`config.mk`:
```
export PLATFORM = sky130hd
export DESIGN_NAME = ens_vote_argmax
export DESIGN_NICKNAME = d
export VERILOG_FILES = /design/src/rtl/mnist_out_pkg.sv /design/src/rtl/argmax_scan_unit.sv /design/src/rtl/ens_vote_argmax.sv
export SDC_FILE = /design/constraint.sdc
export NUM_CORES = 1
export LEC_CHECK = 0
export ABC_AREA = 1
export CAP_MARGIN = 20
export CORE_ASPECT_RATIO = 1.4
export CORE_MARGIN = 3
export CORE_UTILIZATION = 50
export DETAILED_ROUTE_END_ITERATION = 6
export PLACE_DENSITY = 0.7
export SLEW_MARGIN = 20
export SYNTH_ARGS = -nofsm -noshare
export SYNTH_HDL_FRONTEND = slang
export SYNTH_SLANG_ARGS = --single-unit
export TNS_END_PERCENT = 50
```
`constraint.sdc`:
```
create_clock -name clk -period 3 [get_ports clk]
set_clock_uncertainty 0.05 [all_clocks]
set_input_delay 0.45 -clock clk [delete_from_list [all_inputs] [get_ports clk]]
set_output_delay 0.45 -clock clk [all_outputs]
set_load 0.01 [all_outputs]
```
`src/rtl/mnist_out_pkg.sv`:
```
// Shared constants, FSM state type and score-slice helper for the MNIST
// ensemble output stage (ens_vote_argmax and argmax_scan_unit).
package mnist_out_pkg;

  localparam int NUM_CLASSES = 10;
  localparam int SCORE_W     = 2;
  localparam int NUM_ENS     = 4;
  // Derived widths: ACC_W covers NUM_ENS*(2^SCORE_W-1) so sums never wrap.
  localparam int ACC_W       = SCORE_W + $clog2(NUM_ENS);
  localparam int CLS_W       = $clog2(NUM_CLASSES);
  // Beat counter keeps at least one bit so NUM_ENS=1 still elaborates.
  localparam int BEAT_W      = (NUM_ENS > 1) ? $clog2(NUM_ENS) : 1;

  typedef enum logic [1:0] {
    ACCUM = 2'd0,
    SCAN  = 2'd1,
    HOLD  = 2'd2
  } state_e;

  function automatic logic [SCORE_W-1:0] score_slice(
    input logic [NUM_CLASSES*SCORE_W-1:0] vec,
    input int                             c
  );
    return vec[c*SCORE_W +: SCORE_W];
  endfunction

endpackage

```
`src/rtl/argmax_scan_unit.sv`:
```
// Sequential argmax: walks one class per enabled cycle, keeping the running
// best score and its index. Strict compare, so ties keep the lowest index.
// Ports:
//   clk, rst      clock / async active-high reset
//   en_i          step the scan this cycle (acc_i is the score at idx_o)
//   clr_i         restart the scan at class 0
//   acc_i         accumulated score of class idx_o
//   idx_o         class currently being examined
//   done_o        last class is being examined this cycle
//   win_idx_o     winner including this cycle's compare (valid with done_o)
//   win_score_o   score of that winner
module argmax_scan_unit
  import mnist_out_pkg::*;
(
  input  logic             clk,
  input  logic             rst,
  input  logic             en_i,
  input  logic             clr_i,
  input  logic [ACC_W-1:0] acc_i,
  output logic [CLS_W-1:0] idx_o,
  output logic             done_o,
  output logic [CLS_W-1:0] win_idx_o,
  output logic [ACC_W-1:0] win_score_o
);

  localparam logic [CLS_W-1:0] LAST_IDX = CLS_W'(NUM_CLASSES - 1);

  logic [CLS_W-1:0] idx_q, idx_d;
  logic [CLS_W-1:0] best_idx_q, best_idx_d;
  logic [ACC_W-1:0] best_q, best_d;
  logic             take;

  always_comb begin
    // Class 0 seeds the search unconditionally; later classes must beat it.
    take       = (idx_q == '0) || (acc_i > best_q);
    best_d     = take ? acc_i : best_q;
    best_idx_d = take ? idx_q : best_idx_q;
    done_o     = en_i && (idx_q == LAST_IDX);
    idx_d      = idx_q;
    if (clr_i) begin
      idx_d = '0;
    end else if (en_i) begin
      idx_d = done_o ? '0 : idx_q + CLS_W'(1);
    end
  end

  always_ff @(posedge clk or posedge rst) begin
    if (rst) begin
      idx_q      <= '0;
      best_q     <= '0;
      best_idx_q <= '0;
    end else begin
      idx_q <= idx_d;
      if (en_i) begin
        best_q     <= best_d;
        best_idx_q <= best_idx_d;
      end
    end
  end

  assign idx_o       = idx_q;
  assign win_idx_o   = best_idx_d;
  assign win_score_o = best_d;

endmodule

```
`src/rtl/ens_vote_argmax.sv`:
```
// Ensemble vote output stage: sums NUM_ENS class-score vectors per class,
// scans for the highest total and presents the winning digit on a
// valid/ready handshake.
// Ports:
//   clk, rst              clock / async active-high reset
//   in_valid, in_ready    score-vector handshake (in_ready only in ACCUM)
//   in_scores             class c at [c*SCORE_W +: SCORE_W], unsigned
//   out_valid, out_ready  result handshake
//   out_class, out_score  winning class and its accumulated score
//
// state | meaning
// ACCUM | accepting score vectors, beat counts members received
// SCAN  | argmax walks one class per cycle over the sums
// HOLD  | result presented, waiting for out_ready
module ens_vote_argmax
  import mnist_out_pkg::*;
(
  input  logic                           clk,
  input  logic                           rst,
  input  logic                           in_valid,
  output logic                           in_ready,
  input  logic [NUM_CLASSES*SCORE_W-1:0] in_scores,
  output logic                           out_valid,
  input  logic                           out_ready,
  output logic [CLS_W-1:0]               out_class,
  output logic [ACC_W-1:0]               out_score
);

  localparam logic [BEAT_W-1:0] LAST_BEAT = BEAT_W'(NUM_ENS - 1);

  state_e            state_q, state_d;
  logic [BEAT_W-1:0] beat_q, beat_d;
  logic [ACC_W-1:0]  acc_q [NUM_CLASSES];
  logic [ACC_W-1:0]  acc_d [NUM_CLASSES];
  logic              out_valid_q, out_valid_d;
  logic [CLS_W-1:0]  out_class_q, out_class_d;
  logic [ACC_W-1:0]  out_score_q, out_score_d;

  logic              scan_en, scan_clr, scan_done;
  logic [CLS_W-1:0]  scan_idx, win_idx;
  logic [ACC_W-1:0]  win_score;

  assign in_ready = (state_q == ACCUM);

  argmax_scan_unit u_scan (
    .clk         (clk),
    .rst         (rst),
    .en_i        (scan_en),
    .clr_i       (scan_clr),
    .acc_i       (acc_q[scan_idx]),
    .idx_o       (scan_idx),
    .done_o      (scan_done),
    .win_idx_o   (win_idx),
    .win_score_o (win_score)
  );

  always_comb begin
    state_d     = state_q;
    beat_d      = beat_q;
    acc_d       = acc_q;
    out_valid_d = out_valid_q;
    out_class_d = out_class_q;
    out_score_d = out_score_q;
    scan_en     = 1'b0;
    scan_clr    = 1'b0;
    case (state_q)
      ACCUM: begin
        if (in_valid) begin
          // First beat overwrites, so the previous group's sums never leak in.
          for (int c = 0; c < NUM_CLASSES; c++) begin
            if (beat_q == '0) begin
              acc_d[c] = ACC_W'(score_slice(in_scores, c));
            end else begin
              acc_d[c] = acc_q[c] + ACC_W'(score_slice(in_scores, c));
            end
          end
          if (beat_q == LAST_BEAT) begin
            beat_d   = '0;
            scan_clr = 1'b1;
            state_d  = SCAN;
          end else begin
            beat_d = beat_q + BEAT_W'(1);
          end
        end
      end
      SCAN: begin
        scan_en = 1'b1;
        if (scan_done) begin
          out_valid_d = 1'b1;
          out_class_d = win_idx;
          out_score_d = win_score;
          state_d     = HOLD;
        end
      end
      HOLD: begin
        if (out_ready) begin
          out_valid_d = 1'b0;
          state_d     = ACCUM;
        end
      end
      default: state_d = ACCUM;
    endcase
  end

  always_ff @(posedge clk or posedge rst) begin
    if (rst) begin
      state_q     <= ACCUM;
      beat_q      <= '0;
      out_valid_q <= 1'b0;
      out_class_q <= '0;
      out_score_q <= '0;
      for (int c = 0; c < NUM_CLASSES; c++) begin
        acc_q[c] <= '0;
      end
    end else begin
      state_q     <= state_d;
      beat_q      <= beat_d;
      acc_q       <= acc_d;
      out_valid_q <= out_valid_d;
      out_class_q <= out_class_d;
      out_score_q <= out_score_d;
    end
  end

  assign out_valid = out_valid_q;
  assign out_class = out_class_q;
  assign out_score = out_score_q;

endmodule

```
==> results.yml <==
drt:
  drt_wl_total_um: 9441
  wl_met1_um: 4260
  wire_per_inst_um: 13.97
  top_layer: "met4"
  postRouteAntennaNets: 0
  met3RoutedLength_um: 265
  viasPerCell: 5.352
  drc: 0
  num_vias: 3618
  first_iter_violations: 185
  drt_first_pass_iters: 4
  wl_met2_um: 4667
logic_synthesis:
  synth_flop_cell: "dfrtp_1"
  syn-mean-instance-area_um2: 7.868
  ys_seq_area_share_pct: 38.21
  synth_edf_count: 0
  ys_seq_elements: 65
  synth_top_family_by_area: "simple AND/OR/NAND/NOR gates"
  syn_area_um2: 4257
  synthSimpleGateAreaFrac_pct: 28.40
  syn_nets: 604
  synth_mux_area_share_pct: 0
  netlist_instances: 541
  yosys.area_share.adder_pct: 13.23
  synth_cell_types: 32
  synth_xor_xnor_area_share_pct: 0.6173
  async_flop_share_pct: 100.0
  yosysWarnings: 0
  synth_compound_area_share_pct: 8.965
cts:
  cts_hold_buf: 0
  clock-sinks: 65
  htreeDepth: 3
  path_clk_slew_ns: 0.06
  cts_resized: 0
  cts_buffers: 9
  cts_setup_buffers: 0
  cts-root-buf: "clkbuf_16"
  cts_tree: "yes"
  insertion_delay_ns: 0.34
  clockBufferDepth: 2
power:
  p_comb_share_pct: 54.9
  internal-power_uw: 3095
  p_switching_uw: 2615
  switching_share_pct: 45.80
  pwr_density_cell_nw_per_um2: 1161
  power_frac_seq_pct: 27.8
  clockPowerShare_pct: 17.3
  leakagePower_uw: 0.002431
  vdd_ir_drop_max_v: 0.0005623
critical_path:
  path_cells: "inv_1 > nand2_1 > nand3_1 > nand3_1 > nand3_1 > nand2_1 > ha_1 > inv_1 > o21bai_1 > nand2_1 > nand2_1 > nand2_1 > nand2_2 > nand3_1 > nand3_1 > nand2_1"
  max_stage_delay_ns: 0.38
  cp.required_ns: 3.17
  slowest_stage: "dfrtp_1"
  cp_max_fo: 18
  path_class: "register to register"
  crit_buf_inv: 2
  arrival_ns: 2.83
  end_kind: "register"
  path_delay_family: "simple AND/OR/NAND/NOR gates"
  crit_path_start_kind: "register"
  path_common_cell: "nand2_1"
global_routing:
  grt_pass1_wl_um: 16300
  antenna_found_initial: 0
  grt.overflow.total: 0
  grt_pass1_vias: 3535
  grt.total_usage_pct: 21.12
  grt_max_degree: 66
final_layout:
  utilization_pct: 59.61
  final_cell_mix: "nand2_1, inv_1, dfrtp_1"
  num-nets-final: 633
  area_growth_pct: 15.49
  drive_above_1_share_pct: 8.014
  nFillCells: 723
  diodes: 0
  seq_area_um2: 1628
  mostFrequentLayoutCell: "nand2_1"
  multi_input_comb_area_um2: 2180
floorplanning:
  die_y_um: 115.2
  fp.coreArea_um2: 8247
  die_x_um: 83.98
  die_area_um2: 9672
  io_pins: 34
  rows: 39
  initial_core_util_pct: 51.62
sta:
  setup_viol: 0
  rsz0062_at_grt: "false"
  tns_ns: 0
  max_slew.worst_pin.slew_ns: 0.5494
  fin_crit_sh_pct: 88.73
  max_freq_mhz: 375.7
  period_needed_ns: 2.662
  maxSlewViolCount: 0
  hold_viol: 0
  slew_headroom_pct: 63.33
placed_design:
  port_buffers: 33
  dp_hpwl_um: 6887
  gp_congestion: 0.8687
run:
  maxCapViolations: 0
hold_path:
  hp-class: "register to register"
run_status:
  status: "completed"
-- power groups by stage --
stage / clock network [µW] / logic [µW] / registers [µW]
2_1_floorplan: 0 / 2460 / 1520
3_3_place_gp: 0 / 3020 / 1580
3_5_place_dp: 0 / 3110 / 1600
4_1_cts: 1010 / 3160 / 1590
5_1_grt: 1060 / 3610 / 1640
6_report: 988 / 3130 / 1590
-- kinds of logic after synthesis --
family                     count (synthesis)
xor gates and xnor gates                   3
DFF                                       65
adders and majority gates                 39
and+or+nand+nor                          266
buffers and inverters                    100
AOI/OAI and AO/OA                         68
-- sequential cells by signal, indices dropped and copies added (netlist names) --
name	cells
acc_q	40
beat_q	2
out_class	4
out_score	4
out_valid	1
state_q	2
u_scan.best_idx_q	4
u_scan.best_q	4
u_scan.idx_o	4
-- final timing paths --
path | start | endpoint | slack [ns] | cells past startpoint
max in group asynchronous | rst | u_scan.idx_o[1]$_DFFE_PP0P_ | 2.14 | 3
worst max-delay path | u_scan.idx_o[0]$_DFFE_PP0P_ | u_scan.best_q[2]$_DFFE_PP0P_ | 0.34 | 16
worst max register to register | u_scan.idx_o[0]$_DFFE_PP0P_ | u_scan.best_q[2]$_DFFE_PP0P_ | 0.34 | 16
worst min register to register | out_score[2]$_DFFE_PP0P_ | out_score[2]$_DFFE_PP0P_ | 0.43 | 2
worst min-delay path | out_score[2]$_DFFE_PP0P_ | out_score[2]$_DFFE_PP0P_ | 0.43 | 2
min in group asynchronous | rst | acc_q[23]$_DFFE_PP0P_ | 0.45 | 3
-- through the flow --
stage	std cells	hold WS [ns]	setup WS, ns	power [µW]	instance area, µm²
detailed placement	661	0.4147	0.2824	4713	4633
finish	676	0.4316	0.3382	5709	4916
global placement	661	0.4122	0.3366	4593	4633
floorplan	541	0.3991	0.8042	3988	4257
global route	676	0.4517	0.05105	6307	4916
CTS	676	0.4306	0.2176	5752	4915
-- synthesized netlist by cell type (10+ instances only) --
cell type    n  area share, %
buf_2       12            1.4
fa_1        10            4.7
nand2_1    126             11
nand3_1     56            6.6
nor2_1      33            2.9
o211ai_1    10            1.8
a31oi_1     10            1.5
ha_1        29            8.5
o21ai_0     18            2.1
nor3_1      25            2.9
dfrtp_1     65             38
o21ai_1     14            1.6
a21oi_1     14            1.6
inv_1       72            6.3
-- cell type report --
cell class | count | share of cell area, %
Inverter | 75 | 5.727
Multi-Input combinational cell | 376 | 44.34
Timing Repair Buffer | 43 | 8.501
Clock buffer | 12 | 5.421
Tap cell | 102 | 2.596
Clock inverter | 3 | 0.3054
Sequential cell | 65 | 33.11
-- worst register-to-register path: stages, from the launching register on --
cell and delay, ns:
dfrtp_1 0.38, inv_1 0.37, nand2_1 0.12, nand3_1 0.09, nand3_1 0.07, nand3_1 0.13
nand2_1 0.06, ha_1 0.29, inv_1 0.04, o21bai_1 0.12, nand2_1 0.07, nand2_1 0.06
nand2_1 0.21, nand2_2 0.21, nand3_1 0.12, nand3_1 0.09, nand2_1 0.06
-- routing by layer --
layer	vias to the layer above	track usage [%]
li1	1817	-
met1	1710	25.88
met2	73	35.85
met3	18	3.011
met4	0	11.80
met5	-	0
(Power assumes the default switching activity.)
